## config.mk

```make
export PLATFORM = sky130hd
export DESIGN_NAME = vga_cell_scanner
export DESIGN_NICKNAME = d
export VERILOG_FILES = /design/src/rtl/vga_pkg.sv /design/src/rtl/vga_timing.sv /design/src/rtl/vga_cell_scanner.sv
export SDC_FILE = /design/constraint.sdc
export NUM_CORES = 1
export LEC_CHECK = 0
export CORE_ASPECT_RATIO = 0.75
export CORE_MARGIN = 3
export CORE_UTILIZATION = 36
export DETAILED_ROUTE_END_ITERATION = 6
export GPL_TIMING_DRIVEN = 0
export PLACE_DENSITY = 0.68
export SYNTH_ARGS = -nofsm -noshare
export SYNTH_HDL_FRONTEND = slang
export SYNTH_SLANG_ARGS = --single-unit
```

## constraint.sdc

```tcl
create_clock -name clk -period 1.8 [get_ports clk]
set_clock_uncertainty 0.2 [all_clocks]
set_input_delay 0.18 -clock clk [delete_from_list [all_inputs] [get_ports clk]]
set_output_delay 0.18 -clock clk [all_outputs]
set_load 0.01 [all_outputs]
```

## src/rtl/vga_pkg.sv

```systemverilog
// Shared VGA scanner types and defaults: 640x480 timing, colours, pixel flag bundle.
// Array geometry macros fall back to a 16x16 pe_array when the array headers are absent.
`ifndef N_PX
`define N_PX 16
`endif
`ifndef N_PY
`define N_PY 16
`endif
`ifndef N_PX_BITS
`define N_PX_BITS 4
`endif
`ifndef N_PY_BITS
`define N_PY_BITS 4
`endif
`ifndef PE_STATE_BITS
`define PE_STATE_BITS 2
`endif

package vga_pkg;
  localparam int unsigned VGA_H_ACTIVE = 640;
  localparam int unsigned VGA_H_FP     = 16;
  localparam int unsigned VGA_H_SYNC   = 96;
  localparam int unsigned VGA_H_BP     = 48;
  localparam int unsigned VGA_H_TOTAL  = VGA_H_ACTIVE + VGA_H_FP + VGA_H_SYNC + VGA_H_BP;
  localparam int unsigned VGA_V_ACTIVE = 480;
  localparam int unsigned VGA_V_FP     = 10;
  localparam int unsigned VGA_V_SYNC   = 2;
  localparam int unsigned VGA_V_BP     = 33;
  localparam int unsigned VGA_V_TOTAL  = VGA_V_ACTIVE + VGA_V_FP + VGA_V_SYNC + VGA_V_BP;

  localparam int unsigned VGA_CELL_SHIFT = 4;
  localparam int unsigned VGA_RD_LAT     = 1;
  localparam int unsigned CNT_W          = 10;

  localparam int unsigned N_PX          = `N_PX;
  localparam int unsigned N_PY          = `N_PY;
  localparam int unsigned N_PX_BITS     = `N_PX_BITS;
  localparam int unsigned N_PY_BITS     = `N_PY_BITS;
  localparam int unsigned PE_STATE_BITS = `PE_STATE_BITS;

  typedef logic [11:0] rgb12_t;

  localparam rgb12_t ALIVE_RGB = 12'hFFF;
  localparam rgb12_t DEAD_RGB  = 12'h000;
  localparam rgb12_t GRID_RGB  = 12'h444;
  localparam rgb12_t BG_RGB    = 12'h00F;

  // Per-pixel attributes carried alongside the pe_array read
  typedef struct packed {
    logic de;
    logic hsync_n;
    logic vsync_n;
    logic in_grid;
    logic grid_line;
  } pix_flags_t;

  localparam pix_flags_t FLAGS_IDLE = '{de: 1'b0, hsync_n: 1'b1, vsync_n: 1'b1,
                                        in_grid: 1'b0, grid_line: 1'b0};
endpackage

```

## src/rtl/vga_timing.sv

```systemverilog
// Raster counters with raw sync/de decode, plus early vblank and frame_start for the
// generation controller.
module vga_timing #(
  parameter int unsigned H_ACTIVE = vga_pkg::VGA_H_ACTIVE,
  parameter int unsigned H_FP     = vga_pkg::VGA_H_FP,
  parameter int unsigned H_SYNC   = vga_pkg::VGA_H_SYNC,
  parameter int unsigned H_BP     = vga_pkg::VGA_H_BP,
  parameter int unsigned V_ACTIVE = vga_pkg::VGA_V_ACTIVE,
  parameter int unsigned V_FP     = vga_pkg::VGA_V_FP,
  parameter int unsigned V_SYNC   = vga_pkg::VGA_V_SYNC,
  parameter int unsigned V_BP     = vga_pkg::VGA_V_BP
) (
  input  logic                       i_clk,
  input  logic                       i_rst,
  input  logic                       i_pix_en,
  output logic [vga_pkg::CNT_W-1:0]  o_hcnt,
  output logic [vga_pkg::CNT_W-1:0]  o_vcnt,
  output logic                       o_hsync_n_c,
  output logic                       o_vsync_n_c,
  output logic                       o_de_c,
  output logic                       o_vblank,
  output logic                       o_frame_start
);
  import vga_pkg::*;

  localparam int unsigned H_TOT = H_ACTIVE + H_FP + H_SYNC + H_BP;
  localparam int unsigned V_TOT = V_ACTIVE + V_FP + V_SYNC + V_BP;

  logic [CNT_W-1:0] r_hcnt, r_vcnt;
  logic [CNT_W-1:0] w_hcnt_nx, w_vcnt_nx;
  logic             w_h_last, w_v_last;
  logic             r_vblank, r_frame_start;

  always_comb begin
    w_h_last  = (r_hcnt == CNT_W'(H_TOT - 1));
    w_v_last  = (r_vcnt == CNT_W'(V_TOT - 1));
    w_hcnt_nx = w_h_last ? '0 : r_hcnt + CNT_W'(1);
    w_vcnt_nx = r_vcnt;
    if (w_h_last) begin
      w_vcnt_nx = w_v_last ? '0 : r_vcnt + CNT_W'(1);
    end
  end

  // frame_start is cleared every clk so a held-high pix_en still gives a single-clk pulse
  always_ff @(posedge i_clk or posedge i_rst) begin
    if (i_rst) begin
      r_hcnt        <= '0;
      r_vcnt        <= '0;
      r_vblank      <= 1'b0;
      r_frame_start <= 1'b0;
    end else begin
      r_frame_start <= 1'b0;
      if (i_pix_en) begin
        r_hcnt        <= w_hcnt_nx;
        r_vcnt        <= w_vcnt_nx;
        r_vblank      <= (w_vcnt_nx >= CNT_W'(V_ACTIVE));
        r_frame_start <= w_h_last && (r_vcnt == CNT_W'(V_ACTIVE - 1));
      end
    end
  end

  always_comb begin
    o_hsync_n_c = !((r_hcnt >= CNT_W'(H_ACTIVE + H_FP)) &&
                    (r_hcnt <  CNT_W'(H_ACTIVE + H_FP + H_SYNC)));
    o_vsync_n_c = !((r_vcnt >= CNT_W'(V_ACTIVE + V_FP)) &&
                    (r_vcnt <  CNT_W'(V_ACTIVE + V_FP + V_SYNC)));
    o_de_c      = (r_hcnt < CNT_W'(H_ACTIVE)) && (r_vcnt < CNT_W'(V_ACTIVE));
  end

  assign o_hcnt        = r_hcnt;
  assign o_vcnt        = r_vcnt;
  assign o_vblank      = r_vblank;
  assign o_frame_start = r_frame_start;
endmodule

```

## src/rtl/vga_cell_scanner.sv

```systemverilog
// Scans the pe_array VGA read port: pixel -> cell address, waits out the read latency,
// then emits sync/de/rgb aligned with the returned cell state.
module vga_cell_scanner #(
  parameter int unsigned H_ACTIVE   = vga_pkg::VGA_H_ACTIVE,
  parameter int unsigned H_FP       = vga_pkg::VGA_H_FP,
  parameter int unsigned H_SYNC     = vga_pkg::VGA_H_SYNC,
  parameter int unsigned H_BP       = vga_pkg::VGA_H_BP,
  parameter int unsigned V_ACTIVE   = vga_pkg::VGA_V_ACTIVE,
  parameter int unsigned V_FP       = vga_pkg::VGA_V_FP,
  parameter int unsigned V_SYNC     = vga_pkg::VGA_V_SYNC,
  parameter int unsigned V_BP       = vga_pkg::VGA_V_BP,
  parameter int unsigned CELL_SHIFT = vga_pkg::VGA_CELL_SHIFT,
  parameter int unsigned RD_LAT     = vga_pkg::VGA_RD_LAT
) (
  input  logic                                clk,
  input  logic                                rst,
  input  logic                                pix_en,
  input  logic                                grid_en,
  output logic [vga_pkg::N_PX_BITS-1:0]       adr_x_vga,
  output logic [vga_pkg::N_PY_BITS-1:0]       adr_y_vga,
  input  logic [vga_pkg::PE_STATE_BITS-1:0]   vga_state,
  output logic                                hsync,
  output logic                                vsync,
  output logic                                de,
  output logic [11:0]                         rgb,
  output logic                                vblank,
  output logic                                frame_start
);
  import vga_pkg::*;

  logic [CNT_W-1:0]     w_hcnt, w_vcnt, w_cx, w_cy;
  logic                 w_hs_n, w_vs_n, w_de_raw, w_in_grid;
  pix_flags_t           w_flags_a, w_out;
  pix_flags_t           r_dly [RD_LAT];
  logic [N_PX_BITS-1:0] r_adr_x;
  logic [N_PY_BITS-1:0] r_adr_y;
  logic                 r_hsync, r_vsync, r_de;
  rgb12_t               r_rgb, w_rgb_nx;
  logic                 w_unused_state;

  vga_timing #(
    .H_ACTIVE(H_ACTIVE), .H_FP(H_FP), .H_SYNC(H_SYNC), .H_BP(H_BP),
    .V_ACTIVE(V_ACTIVE), .V_FP(V_FP), .V_SYNC(V_SYNC), .V_BP(V_BP)
  ) u_timing (
    .i_clk         (clk),
    .i_rst         (rst),
    .i_pix_en      (pix_en),
    .o_hcnt        (w_hcnt),
    .o_vcnt        (w_vcnt),
    .o_hsync_n_c   (w_hs_n),
    .o_vsync_n_c   (w_vs_n),
    .o_de_c        (w_de_raw),
    .o_vblank      (vblank),
    .o_frame_start (frame_start)
  );

  always_comb begin
    w_cx      = w_hcnt >> CELL_SHIFT;
    w_cy      = w_vcnt >> CELL_SHIFT;
    w_in_grid = w_de_raw && (w_cx < CNT_W'(N_PX)) && (w_cy < CNT_W'(N_PY));
    w_flags_a = '{de:        w_de_raw,
                  hsync_n:   w_hs_n,
                  vsync_n:   w_vs_n,
                  in_grid:   w_in_grid,
                  grid_line: (w_hcnt[CELL_SHIFT-1:0] == '0) || (w_vcnt[CELL_SHIFT-1:0] == '0)};
  end

  // Stage A plus the flag delay line covering the pe_array read latency
  always_ff @(posedge clk or posedge rst) begin
    if (rst) begin
      r_adr_x <= '0;
      r_adr_y <= '0;
      for (int i = 0; i < RD_LAT; i++) r_dly[i] <= FLAGS_IDLE;
    end else if (pix_en) begin
      r_adr_x  <= w_in_grid ? w_cx[N_PX_BITS-1:0] : '0;
      r_adr_y  <= w_in_grid ? w_cy[N_PY_BITS-1:0] : '0;
      r_dly[0] <= w_flags_a;
      for (int i = 1; i < RD_LAT; i++) r_dly[i] <= r_dly[i-1];
    end
  end

  always_comb begin
    w_out    = r_dly[RD_LAT-1];
    w_rgb_nx = DEAD_RGB;
    if (!w_out.de)                        w_rgb_nx = '0;
    else if (!w_out.in_grid)              w_rgb_nx = BG_RGB;
    else if (grid_en && w_out.grid_line)  w_rgb_nx = GRID_RGB;
    else if (vga_state[0])                w_rgb_nx = ALIVE_RGB;
    else                                  w_rgb_nx = DEAD_RGB;
  end

  always_ff @(posedge clk or posedge rst) begin
    if (rst) begin
      r_hsync <= 1'b1;
      r_vsync <= 1'b1;
      r_de    <= 1'b0;
      r_rgb   <= '0;
    end else if (pix_en) begin
      r_hsync <= w_out.hsync_n;
      r_vsync <= w_out.vsync_n;
      r_de    <= w_out.de;
      r_rgb   <= w_rgb_nx;
    end
  end

  // Only bit 0 of the cell state selects the colour
  assign w_unused_state = ^vga_state;

  assign adr_x_vga = r_adr_x;
  assign adr_y_vga = r_adr_y;
  assign hsync     = r_hsync;
  assign vsync     = r_vsync;
  assign de        = r_de;
  assign rgb       = r_rgb;
endmodule

```

==> impl_metrics.yaml <==
cts:
  h-tree-depth: 2
  tritoncts: "built"
  cts.path.max_buffers: 2
  clock_latency_ns: 0.30
  hold_buffers: 0
  cts_root_buf: "clkbuf_8"
  clock-sinks: 42
  cts.clk_slew.worst_paths_ns: 0.08
  numCtsBuffers: 5
yosys:
  syn-num-nets: 212
  synth_edf_count: 0
  syn-mean-instance-area_um2: 10.9
  yosys_warnings: 0
  mappedNetlistArea_um2: 2200
  ys_ff_latch: 42
  ys_types: 47
  seq_area_frac_synth_pct: 47.9
  async_reset_ff_share_pct: 100
  syn-instance-count: 202
  ys.flop_type: "dfrtp_1"
setup_path:
  critPathMaxFanout: 4
  required_ns: 1.78
  reg2reg_depth: 7
  arrival_ns: 1.92
  r2r_end: "u_timing.o_vcnt[5]"
  start_kind: "flip-flop"
  crit_path_end_kind: "flip-flop"
  r2r_start: "u_timing.o_vcnt[0]"
  rrSetupSlack_ns: -0.14
  critPathKind: "flip-flop to flip-flop"
drt:
  routed_wl_mm: 5.19
  ant_nets: 0
  remaining_drc_errors: 0
  firstDrtPassIters: 5
  routedWlPerCell_um: 15.5
  vias_per_cell: 5.21
  drtIter0Drc: 90
  vias: 1747
floorplanning:
  die_height_um: 73.8
  die_w_um: 96.4
  ios: 31
  core_um2: 5860
  die-area_um2: 7110
  start_util_pct: 37.6
  placementRows: 24
sta:
  setup_viol: 10
  clock.fmax_ghz: 0.516
  setup_slack_ns: -0.138
  hold_viol: 0
  tightestPinTransition_ns: 0.839
  slew_viol_final: 0
  fin_crit_sh_pct: 108
  rsz0062_at_grt: "true"
  slew-limit-headroom_pct: 44.0
  period_needed_ns: 1.94
pwr:
  clock_power_share_pct: 31.8
  powerDensity_nw_per_um2: 792
  peakVddDrop_uv: 294
  p_leak_uw: 0.00133
  total_power_uw: 2360
  p_switching_uw: 706
  seqPwrFrac_pct: 48.3
  pwr-share-comb_pct: 19.9
  internal_power_uw: 1650
  netSwitchingFraction_pct: 29.9
layout:
  layout_commonest_cell: "dfrtp_1"
  antenna_cells: 0
  final_cell_mix: "dfrtp_1 (33), clkdlybuf4s50_1 (29), buf_4 (22), nor2_1 (19), a22o_1 (10)"
  syn_to_final_growth_pct: 35.1
  fin_nets: 266
  drive_gt1_share_pct: 33.9
  fin_util_pct: 50.9
grt:
  antenna_found_initial: 0
  overflow: 0
  track_usage_pct: 14.5
  grt_pass1_wl_mm: 7.78
  grt_max_degree: 43
  grt_pass1_vias: 1587
outcome:
  status: "complete, but fails checks"
  violations: "setup timing"
hold_path:
  hold_path.class: "input pin to asynchronous set/reset pin"
place:
  dp_hpwl_mm: 3.35
  portBuffers: 29
  routabilityCongestion: 0.864
run:
  drv_cap: 0
==> registers in the layout, summed over array words and instances (netlist names) <==
| register | cells |
|---|---|
| adr_x_vga | 4 |
| vsync | 1 |
| u_timing.o_frame_start | 1 |
| hsync | 1 |
| u_timing.o_vcnt | 10 |
| de | 1 |
| adr_y_vga | 4 |
| r_dly | 5 |
| u_timing.o_vblank | 1 |
| rgb | 4 |
| u_timing.o_hcnt | 10 |
==> how the worst max path moves through the flow <==
stage	start	endpoint	slack, ns	depth (start not counted)
5_1_grt	u_timing.o_vcnt[6]	u_timing.o_vblank	-0.25	6
4_1_cts	u_timing.o_vcnt[5]	u_timing.o_vcnt[5]	-0.18	6
6_report	u_timing.o_vcnt[0]	u_timing.o_vcnt[5]	-0.14	7
3_5_place_dp	pix_en	r_dly[2]	-0.51	5
3_3_place_gp	pix_en	r_dly[2]	-0.47	5
2_1_floorplan	u_timing.o_vcnt[5]	u_timing.o_vcnt[5]	-0.04	6
==> metal layers <==
| layer | wire, um | vias up | GRT usage (%) | share of wire (%) |
|---|---|---|---|---|
| li1 | - | 818 | - | - |
| met1 | 2430 | 871 | 20.5 | 47 |
| met2 | 2370 | 52 | 21.0 | 46 |
| met3 | 337 | 6 | 4.20 | 6.5 |
| met4 | 46 | 0 | 5.29 | 0.89 |
| met5 | 0 | - | 0 | 0 |
==> final cells by class <==
cell class	count	area [um^2]
repair buffers	47	449
inverters	10	37.5
multi-input cells	133	1110
plain buffers	17	116
clock inverters	2	37.5
clock buffers	6	72.6
fillers	538	2880
well taps	78	97.6
flip-flops and latches	42	1060
==> cell usage after synthesis (2+ instances only) <==
library cell | count | share of area (%)
a211oi_1 | 2 | 0.68
a21o_1 | 4 | 1.4
a21oi_1 | 6 | 1.4
a22o_1 | 10 | 4.0
buf_2 | 4 | 0.91
buf_4 | 8 | 2.7
buf_6 | 2 | 1.0
clkbuf_1 | 3 | 0.51
dfrtp_1 | 38 | 43
dfstp_2 | 4 | 4.8
ha_1 | 4 | 2.3
inv_1 | 10 | 1.7
mux2_2 | 4 | 2.0
nand2_1 | 10 | 1.7
nand3_1 | 8 | 1.8
nand3_2 | 2 | 0.91
nand4_1 | 9 | 2.6
nor2_1 | 23 | 3.9
nor3_1 | 4 | 0.91
nor4_4 | 3 | 2.9
o21ai_0 | 2 | 0.45
o2bb2ai_1 | 2 | 0.79
or4_1 | 2 | 0.68
xnor2_1 | 10 | 4.0
xor2_1 | 6 | 2.4
==> power groups by stage <==
stage | sequential (uW) | combinational [uW] | clock [uW]
global route | 1150 | 513 | 804
finish | 1140 | 469 | 750
CTS | 1150 | 408 | 762
detailed placement | 1130 | 440 | 0
floorplan | 1110 | 357 | 0
global placement | 1130 | 428 | 0
==> worst max-delay path, cell delays in order (launching register included) <==
cell     delay [ns]
dfrtp_1        0.39
inv_2          0.09
ha_4           0.14
nand4_1        0.14
nor4_4         0.35
a21oi_4        0.13
nor2b_4        0.14
o31a_1         0.23
==> timing repair <==
action / CTS / global route
endpoints found under the hold margin: 0 / 0
pin swaps: 7 / 11
setup buffers: 7 / 11
cloned: 0 / 1
endpoints found under the setup margin: 29 / 23
gates resized for setup: 15 / 20
==> metrics by stage <==
stage	instances	cell area, um^2	hold WS (ns)	setup WS [ns]	setup TNS [ns]
3_3_place_gp	309	2610	0.267	-0.472	-23.57
3_5_place_dp	309	2610	0.272	-0.506	-6.65
2_1_floorplan	202	2220	0.131	-0.0386	-0.0386
4_1_cts	323	2810	0.211	-0.179	-1.26
5_1_grt	335	2980	0.256	-0.249	-1.98
6_report	335	2980	0.168	-0.138	-0.841
==> kinds of logic after synthesis <==
kind of cell             count (synthesis)  share of synthesized area (%)
AND/OR/NAND/NOR                         74                           22.6
flip-flops                              42                           47.9
AO/OA/AOI/OAI                           34                           11.7
buffers and inverters                   28                           7.04
XOR/XNOR                                16                           6.36
multiplexers                             4                           2.04
adder cells (fa/ha/maj)                  4                           2.27
Note: power is estimated with default switching activity, not from simulation.
